### src/rtl/fifo_stream_reader.sv
// Read-side adapter: pops a registered-output FIFO and presents words as a valid/ready
// stream with frame delimiting, absorbing the FIFO read latency in a 3-entry skid buffer.
module fifo_stream_reader #(
    parameter int unsigned WIDTH = 32,
    parameter int unsigned LEN_W = 16
) (
    input  logic             clk,
    input  logic             rst_n,
    input  logic             enable,
    input  logic [WIDTH-1:0] fifo_data,
    input  logic             fifo_empty,
    output logic             fifo_read,
    output logic             m_valid,
    input  logic             m_ready,
    output logic [WIDTH-1:0] m_data,
    output logic             m_last,
    input  logic [LEN_W-1:0] frame_len,
    output logic [31:0]      word_count,
    output logic             busy
);

    logic [1:0]       occ_q, occ_d;
    logic             inflight_q;
    logic [1:0]       head_q, tail_q;
    logic [WIDTH-1:0] buf_q [0:2];
    logic [LEN_W-1:0] beat_cnt_q, beat_cnt_d;
    logic [LEN_W-1:0] frame_len_q, frame_len_d;
    logic [31:0]      word_count_q;
    logic             pop;
    logic [2:0]       reserved;

    function automatic logic [1:0] ptr_inc(input logic [1:0] p);
        return (p == 2'd2) ? 2'd0 : p + 2'd1;
    endfunction

    // Reserved slots include the word still on its way from the FIFO, so the buffer never
    // overflows even though m_ready has no path to fifo_read.
    always_comb begin
        reserved  = {1'b0, occ_q} + {2'b00, inflight_q};
        fifo_read = rst_n & enable & ~fifo_empty & (reserved < 3'd3);
    end

    always_comb begin
        m_valid    = (occ_q != 2'd0);
        m_data     = buf_q[head_q];
        m_last     = m_valid & (frame_len_q != '0) & (beat_cnt_q == frame_len_q - LEN_W'(1));
        pop        = m_valid & m_ready;
        busy       = m_valid | inflight_q;
        word_count = word_count_q;
    end

    always_comb begin
        occ_d       = occ_q + {1'b0, inflight_q} - {1'b0, pop};
        beat_cnt_d  = beat_cnt_q;
        frame_len_d = frame_len_q;
        if (pop) begin
            if (m_last || (frame_len_q == '0)) begin
                beat_cnt_d = '0;
            end else begin
                beat_cnt_d = beat_cnt_q + LEN_W'(1);
            end
        end
        // The frame length is only sampled between frames, never under an accepted beat.
        if ((beat_cnt_q == '0) && !pop) begin
            frame_len_d = frame_len;
        end
    end

    always_ff @(posedge clk or negedge rst_n) begin
        if (!rst_n) begin
            occ_q        <= 2'd0;
            inflight_q   <= 1'b0;
            head_q       <= 2'd0;
            tail_q       <= 2'd0;
            beat_cnt_q   <= '0;
            frame_len_q  <= '0;
            word_count_q <= 32'd0;
            for (int i = 0; i < 3; i++) begin
                buf_q[i] <= '0;
            end
        end else begin
            occ_q       <= occ_d;
            inflight_q  <= fifo_read;
            beat_cnt_q  <= beat_cnt_d;
            frame_len_q <= frame_len_d;
            if (inflight_q) begin
                buf_q[tail_q] <= fifo_data;
                tail_q        <= ptr_inc(tail_q);
            end
            if (pop) begin
                head_q       <= ptr_inc(head_q);
                word_count_q <= word_count_q + 32'd1;
            end
        end
    end

endmodule

### config.mk
export PLATFORM = sky130hd
export DESIGN_NAME = fifo_stream_reader
export DESIGN_NICKNAME = d
export VERILOG_FILES = /design/src/rtl/fifo_stream_reader.sv
export SDC_FILE = /design/constraint.sdc
export NUM_CORES = 1
export LEC_CHECK = 0
export BUFFER_PORTS_ARGS = -buffer_cell sky130_fd_sc_hd__clkbuf_2
export CAP_MARGIN = 25
export CORE_UTILIZATION = 35
export DETAILED_ROUTE_END_ITERATION = 8
export PLACE_DENSITY = 0.63
export RECOVER_POWER = 25
export SLEW_MARGIN = 5
export SYNTH_ARGS = -nofsm -noshare
export SYNTH_HDL_FRONTEND = slang
export SYNTH_SLANG_ARGS = --single-unit
export TNS_END_PERCENT = 50
### constraint.sdc
create_clock -name clk -period 3.68 [get_ports clk]
set_input_delay 0.736 -clock clk [delete_from_list [all_inputs] [get_ports clk]]
set_output_delay 0.736 -clock clk [all_outputs]
set_load 0.03 [all_outputs]
-- After elaboration in Yosys (flattened, before gate mapping)
Index checks and enable logic that the tools add are counted.
- register bits after elaboration: 167
- input port bits: 53
- output and inout bits: 68
- word-level logic and storage cells: 52
- $add $sub $neg: 8
- $lt $le $gt $ge: 4
- eq/ne operators: 3
- multiplexer cells: 9
- bitwise logic cells: 10
- reduce and logical (&&, ||, !) cells: 8
- operator list (kind ; count):
    $bwmux W96 ; 1
    $mux W32 ; 3
    $bmux W32 S2 ; 1
    $demux W32 S2 ; 1
    $add A32 B1 Y32 const B ; 1
    $logic_not A16 Y1 ; 2
    $add A16 B1 Y16 const B ; 1
    $eq A16 B16 Y1 ; 1
    $mux W16 ; 1
    $reduce_bool A16 Y1 ; 1
    $sub A16 B1 Y16 const B ; 1
    $and A1 B1 Y1 ; 6
    $ge A3 B3 Y1 const B ; 2
    $not A2 Y3 ; 2
    $add A2 B1 Y2 const B ; 2
    $eq A2 B2 Y1 const B ; 2
    $mux W2 ; 2
    $add A2 B1 Y3 ; 1
    $lt A3 B1 Y1 const B ; 1
    $lt A3 B2 Y1 const B ; 1
    $add A2 B1 Y2 ; 1
    $logic_and A1 B1 Y1 ; 2
    $reduce_bool A2 Y1 ; 1
    $sub A2 B1 Y2 ; 1
    4 further kinds ; 4

-- Logic depth before layout (Yosys ltp)
Gate-level depths: netlist of the first run.
- word-level depth: 6
- mapped depth: 10
- gate-level depth less buffers: 9

-- Least setup slack after synthesis of the first run
OpenSTA, ideal clock, no wires.
- path kind: register -> output
- start: register frame_len_q[2]
- end: output m_last
- data arrival time: 2.874 ns
- required time: 2.944 ns
- setup slack: 0.070 ns
- stages on the path, launching flop included: 9
- buffers on the path: 2
- cell sequence: dfrtp_1 or3_1 clkbuf_2 or4_1 buf_2 xnor2_1 o32ai_1 or4b_1 nor3_2
- longest elaborated chain between the ends: 3
- elaborated cells on any way between the ends: 5
- those cells by class: add/sub (1); eq/ne (1); bitwise (2); reduce/logical (1)
- ends and longest elaborated chain (item ; line ; text):
    from (decl) ; 27 ; logic [LEN_W-1:0] frame_len_q, frame_len_d;
    from (signal assigned) ; 85 ; frame_len_q <= frame_len_d;
    $sub A16 B1 Y16 / $reduce_bool A16 Y1 (equally long branches) ; 46 ; m_last = m_valid & (frame_len_q != '0) & (beat_cnt_q == frame_len_q - LEN_W'(1));
    $eq A16 B16 Y1 / $and A1 B1 Y1 (equally long branches) ; 46 ;
    $and A1 B1 Y1 (*) ; 46 ;
    to (decl) ; 16 ; output logic m_last,
Mark *: on every way between the ends. The rest lies on a longest branch, timed or not.

-- Worst setup path after layout of the first run
Same ends and word-level chain as after synthesis.

==> results of run 1 <==
==> kinds of logic (layout without fill, tap and decap cells) <==
group,count (synthesis),count (layout),synth area share
simple gates,201,201,0.122
mux,141,141,0.194
compound gates,62,62,0.0449
buf+inv,46,188,0.0222
flops,167,167,0.525
fa+ha+maj,9,9,0.0141
xor+xnor,69,69,0.0776
==> Yosys cell counts (2+ instances only) <==
library cell and instances:
buf_2 2, nand3_1 18, nand3b_1 3, mux2_2 109
o21ai_0 43, a21oi_1 2, or2_2 3, a21o_1 2
ha_1 9, buf_1 4, nand2_1 81, nor4b_1 2
clkbuf_1 29, or4_1 3, xnor2_1 46, mux2i_1 32
xor2_1 22, and4_1 3, nor2_1 36, inv_1 10
nand2b_1 3, or3_1 7, nand4_1 13, a211oi_1 4
nor3_1 9, nor2b_1 3, and3_1 4, dfrtp_1 167
nor4_1 6
==> per-stage QoR <==
step	TNS [ns]	instances	setup slack [ns]
floorplan	0	695	0.0704
detailed placement	0	1081	0.0941
global placement	0	1081	0.113
finish	-0.0429	1117	-0.0429
global route	-0.118	1117	-0.118
CTS	-0.0614	1117	-0.0614
==> state kept, by name (all words and copies together) (netlist names) <==
register / flops
beat_cnt_q: 16
word_count: 32
occ_q: 2
inflight_q: 1
tail_q: 2
frame_len_q: 16
head_q: 2
buf_q: 96
==> layout by cell type, fill, tap and decap left out, types with 5 or more instances in the layout <==
| master | count |
|---|---|
| nor2_1 | 35 |
| nand4_1 | 13 |
| nor3_1 | 9 |
| nand2_1 | 81 |
| clkbuf_2 | 118 |
| xor2_1 | 22 |
| o21ai_0 | 43 |
| nor4_1 | 5 |
| inv_1 | 10 |
| dfrtp_1 | 166 |
| or3_1 | 5 |
| clkbuf_16 | 17 |
| mux2_2 | 109 |
| clkbuf_1 | 6 |
| nand3_1 | 18 |
| buf_4 | 19 |
| mux2i_1 | 32 |
| ha_1 | 9 |
| xnor2_1 | 46 |
==> power groups by stage <==
stage          logic (mW)  registers [mW]  clock network, mW
6_report             3.50            3.04               1.85
2_1_floorplan        2.49            3.01                  0
3_5_place_dp         3.46            3.08                  0
3_3_place_gp         3.43            3.05                  0
4_1_cts              3.54            3.05               1.91
5_1_grt              3.82            3.16               1.99
==> layer usage <==
metal	share of wire	GRT usage
met2	0.48	0.271
met4	0.0082	0.0418
met3	0.051	0.0516
met1	0.46	0.208
met5	0	0
==> final timing paths <==
path	startpoint	endpoint	slack, ns
max in group asynchronous	rst_n	beat_cnt_q[6]$_DFFE_PN0P_	0.65
min	word_count[31]$_DFFE_PN0P_	word_count[31]$_DFFE_PN0P_	0.47
max	frame_len_q[2]$_DFFE_PN0P_	m_last	-0.04
min in group asynchronous	rst_n	buf_q[19]$_DFFE_PN0P_	1.09
min reg2reg	word_count[31]$_DFFE_PN0P_	word_count[31]$_DFFE_PN0P_	0.47
max reg2reg	frame_len_q[0]$_DFFE_PN0P_	beat_cnt_q[3]$_DFFE_PN0P_	0.82
==> final cells by class <==
cell class                 instances  area share
timing repair buffer             146      0.0834
clock inverter                    13      0.0165
sequential                       167       0.433
multi-input combinational        482       0.381
inverter                          10     0.00389
clock buffer                      19      0.0459
tap                              280      0.0363
==> what timing repair did <==
item / in CTS / in global routing
gates cloned: 0 / 0
pin swaps: 5 / 0
endpoints found under the setup margin: 1 / 1
setup buffers: 4 / 0
gates resized for setup: 15 / 1
==> critical path, stage by stage (launching register included) <==
cell and delay [ns]:
dfrtp_1 0.37, or3_4 0.39, or4_4 0.46, xnor2_1 0.16, o32ai_2 0.27, or4b_4 0.50, nor3_4 0.20, clkbuf_8 0.21
==> qor.yml, run 1 <==
setup_viol: 1
setup_slack_ns: -0.0429
combPwrFrac: 0.417
period_needed_ns: 3.72
grt_pass1_vias: 5869
rows: 54
tightest_slew_ns: 2.26
hpwl_mm: 11.8
p_leak_nw: 4.35
place_congestion: 0.857
hold_viol_final: 0
maxSlewHeadroom: -0.509
grt_usage: 0.164
clk_pin_slew_worst_paths_ns: 0.07
core_sq_um: 22100
cts_root_buf: "clkbuf_16"
area_growth_pct: 21.1
period_share: 1.01
vias: 5581
crit_fanout: 4
total_power_mw: 8.38
post_dp_cell_area_sq_um: 8970
postRouteWirelength_mm: 17.8
antenna_found_initial: 0
switching_share: 0.395
crit_required_ns: 2.94
fp.dieH_um: 153
holdPathStages: 1
drive_above_1_share: 0.358
grt_first_pass_wirelength_mm: 30.4
max-cap-violations: 1
grt_max_degree: 71
vias_per_cell: 5.00
multi_input_area_sq_um: 3670
synth_area_leaders: "dfrtp_1, mux2_2, xnor2_1"
cp-end-kind: "output pin"
cts_sinks: 167
cts_hold_buf: 0
cts_buffer_depth: 2
yosys_warnings: 0
hold_path_class: "reg -> reg"
nFillCells: 2108
cts_tree: "yes"
insertion_delay_ns: 0.42
worst_r2r_path_depth: 11
rsz0062_at_grt: "true"
synthArstFlopShare: 1.00
synth_largest_area_cell: "dfrtp_1"
p_int_mw: 5.08
hold-worst-slack_ns: 0.469
synth_top_area_share: 0.525
drc_errors: 0
drtPass1Iterations: 4
port_buffers: 120
ant_nets: 0
cts_buffers: 17
p_seq_frac: 0.363
ios: 121
htree_levels: 4
synth_edf_count: 0
synth-main-ff-cell: "dfrtp_1"
p_sw_mw: 3.31
synthDistinctLibCells: 49
slew_viol_final: 44
path_class: "reg -> out"
finalNetCount: 886
regArea_sq_um: 4180
initial_utilization: 0.360
synth_area_per_cell_sq_um: 11.5
ys_seq_elements: 167
outcome: "finished, violations left"
drt_iter0_markers: 218
clock_power_share: 0.220
die_w_um: 153
n_antenna_cell: 0
final_area_sq_um: 9650
grt_overflow: 0
syn_nets: 757
fin_util: 0.437
crit_arrival_ns: 2.99
syn_area_sq_um: 7960
violations: "capacitance limit, slew limit, setup timing"
skew_ns: 0.00817
netlist_instances: 695
ir_drop_mv: 0.486
fmax_mhz: 269
worstSetupStartpointType: "flip-flop"
yosysSeqAreaShare: 0.525
dieArea_sq_um: 23400
wl_per_cell_um: 16.0
p_per_area_nw_per_um2: 869
Power figures use the tool's default switching activity.
==> inputs of run 2 (changes only) <==
--- a/config.mk
+++ b/config.mk
@@ -7,10 +7,11 @@
 export LEC_CHECK = 0
 export BUFFER_PORTS_ARGS = -buffer_cell sky130_fd_sc_hd__clkbuf_2
 export CAP_MARGIN = 25
-export CORE_UTILIZATION = 35
+export CORE_UTILIZATION = 45
 export DETAILED_ROUTE_END_ITERATION = 8
-export PLACE_DENSITY = 0.63
+export PLACE_DENSITY = 0.75
 export RECOVER_POWER = 25
+export SETUP_SLACK_MARGIN = 0.4
 export SLEW_MARGIN = 5
 export SYNTH_ARGS = -nofsm -noshare
 export SYNTH_HDL_FRONTEND = slang
==> qor.yml, run 2 (synthesis results as in run 1) <==
largest_reg_flops: 96  # unchanged
cp_cell_sequence: "or3_4 -> or4_4 -> xnor2_2 -> o32ai_2 -> or4b_4 -> nor3_4 -> clkbuf_8"
slew_viol_final: 168  # +280%
dieArea_sq_um: 18200  # -22%
cts_buffers: 17  # unchanged
core_sq_um: 17300  # -22%
antenna_found_initial: 0  # unchanged
p_per_area_nw_per_um2: 874  # +0.60%
htree_levels: 4  # unchanged
fmax_mhz: 268  # about the same
drc_errors: 0  # unchanged
cts_tree: "yes"
grt_pass1_vias: 5665  # -3.5%
place_congestion: 0.854  # -0.40%
cpPeakStageDelay_ns: 0.51  # about the same
path_class: "reg -> out"
setup_viol: 1  # unchanged
layout_common_cells: "dfrtp_1, clkbuf_2, mux2_2"
hpwl_mm: 11.2  # -5.3%
violations: "capacitance limit, slew limit, setup timing"
regMostFlops: "buf_q"
hold_viol_final: 0  # unchanged
hold_path_class: "reg -> reg"
clk_pin_slew_worst_paths_ns: 0.06  # about the same
period_needed_ns: 3.73  # +0.00363 ns
maxSlewHeadroom: -0.504  # +0.00514
grt_overflow: 0  # unchanged
dp_slack_ns: 0.0913  # -0.00283 ns
grt_max_degree: 168  # +140%
cts_buffer_depth: 2  # unchanged
skew_ns: 0.00764  # -0.000532 ns
drt_iter0_markers: 187  # -14%
ios: 121  # unchanged
die_w_um: 135  # -12%
setup_slack_ns: -0.0466  # -0.00363 ns
crit_fanout: 5  # +1
drive_above_1_share: 0.357  # -0.00145
hold-worst-slack_ns: 0.472  # +0.00270 ns
total_power_mw: 8.35  # -0.47%
postRouteWirelength_mm: 17.3  # -2.9%
initial_utilization: 0.460  # +0.100
period_share: 1.01  # about the same
reg2reg_slack_ns: 0.76  # -0.06 ns
cp_slowest_cell: "or4b_4"
layout_commonest_cell: "dfrtp_1"
insertion_delay_ns: 0.41  # about the same
grt_first_pass_wirelength_mm: 28.5  # -6.3%
outcome: "finished, violations left"
vias: 5639  # +1.0%
p_leak_nw: 4.35  # about the same
rows: 48  # -11%
ant_nets: 0  # unchanged
crit_required_ns: 2.94  # about the same
port_buffers: 120  # unchanged
final_area_sq_um: 9540  # -1.1%
worstSetupStartpointType: "flip-flop"
n_antenna_cell: 0  # unchanged
post_dp_cell_area_sq_um: 8880  # -0.93%
cts_root_buf: "clkbuf_16"
tightest_slew_ns: 2.26  # -0.00771 ns
rsz0062_at_grt: "true"
finalNetCount: 883  # -0.34%
grt_usage: 0.200  # +0.0357
fin_util: 0.552  # +0.115
crit_arrival_ns: 2.99  # about the same
cts_hold_buf: 0  # unchanged
cts_sinks: 167  # unchanged
dp_cells: 1021  # -5.6%
final.setup.tns_ns: -0.0466  # -0.00363 ns
cp-end-kind: "output pin"
max-cap-violations: 1  # unchanged
area_growth_pct: 19.8
ir_drop_mv: 0.477  # -1.9%
vias_per_cell: 5.33  # +6.8%
drtPass1Iterations: 4  # unchanged
fp.dieH_um: 135  # -12%
fin_cells: 1057  # -5.4%
wl_per_cell_um: 16.4  # +2.6%
==> run 2: critical path: cells and delay by family (launching register included) <==
kind | cells | cell delay [ns]
AO/OA/AOI/OAI | 1 | 0.25
flip-flops | 1 | 0.39
AND/OR/NAND/NOR | 4 | 1.58
buffers and inverters | 1 | 0.20
XOR/XNOR | 1 | 0.16
==> run 2: final timing paths <==
check / end / depth (start not counted) / startpoint
min: word_count[31]$_DFFE_PN0P_ / 1 / word_count[31]$_DFFE_PN0P_
max in group asynchronous: head_q[0]$_DFFE_PN0P_ / 2 / rst_n
min in group asynchronous: frame_len_q[11]$_DFFE_PN0P_ / 2 / rst_n
max reg2reg: beat_cnt_q[1]$_DFFE_PN0P_ / 11 / frame_len_q[1]$_DFFE_PN0P_
min reg2reg: word_count[31]$_DFFE_PN0P_ / 1 / word_count[31]$_DFFE_PN0P_
max: m_last / 7 / frame_len_q[4]$_DFFE_PN0P_
==> run 2: cell type report <==
class	count	area, sq um
sequential	167	4180
fill	1501	7750
inverter	10	37.5
timing repair buffer	143	793
clock buffer	21	450
clock inverter	9	128
multi-input combinational	482	3670
tap	225	282
==> run 2: what timing repair did <==
item / CTS / global route
pin swaps: 2 / 1
setup buffers: 5 / 1
resized for setup: 7 / 5
endpoints found under the setup margin: 1 / 1
endpoints found under the hold margin: 0 / 0
==> run 2: power by group <==
group / switching, mW / leakage [nW] / total [mW] / internal [mW]
Sequential: 0.493 / 2.06 / 3.06 / 2.57
Combinational: 2.03 / 2.00 / 3.51 / 1.48
Clock: 0.701 / 0.287 / 1.78 / 1.08
==> run 2: layer usage <==
metal  global-route usage  share of wire  vias up
met2                0.339           0.49      112
met1                0.250           0.45     2845
met4               0.0474         0.0066        0
met5                    0              0        -
met3               0.0593          0.053       13
li1                     -              -     2669
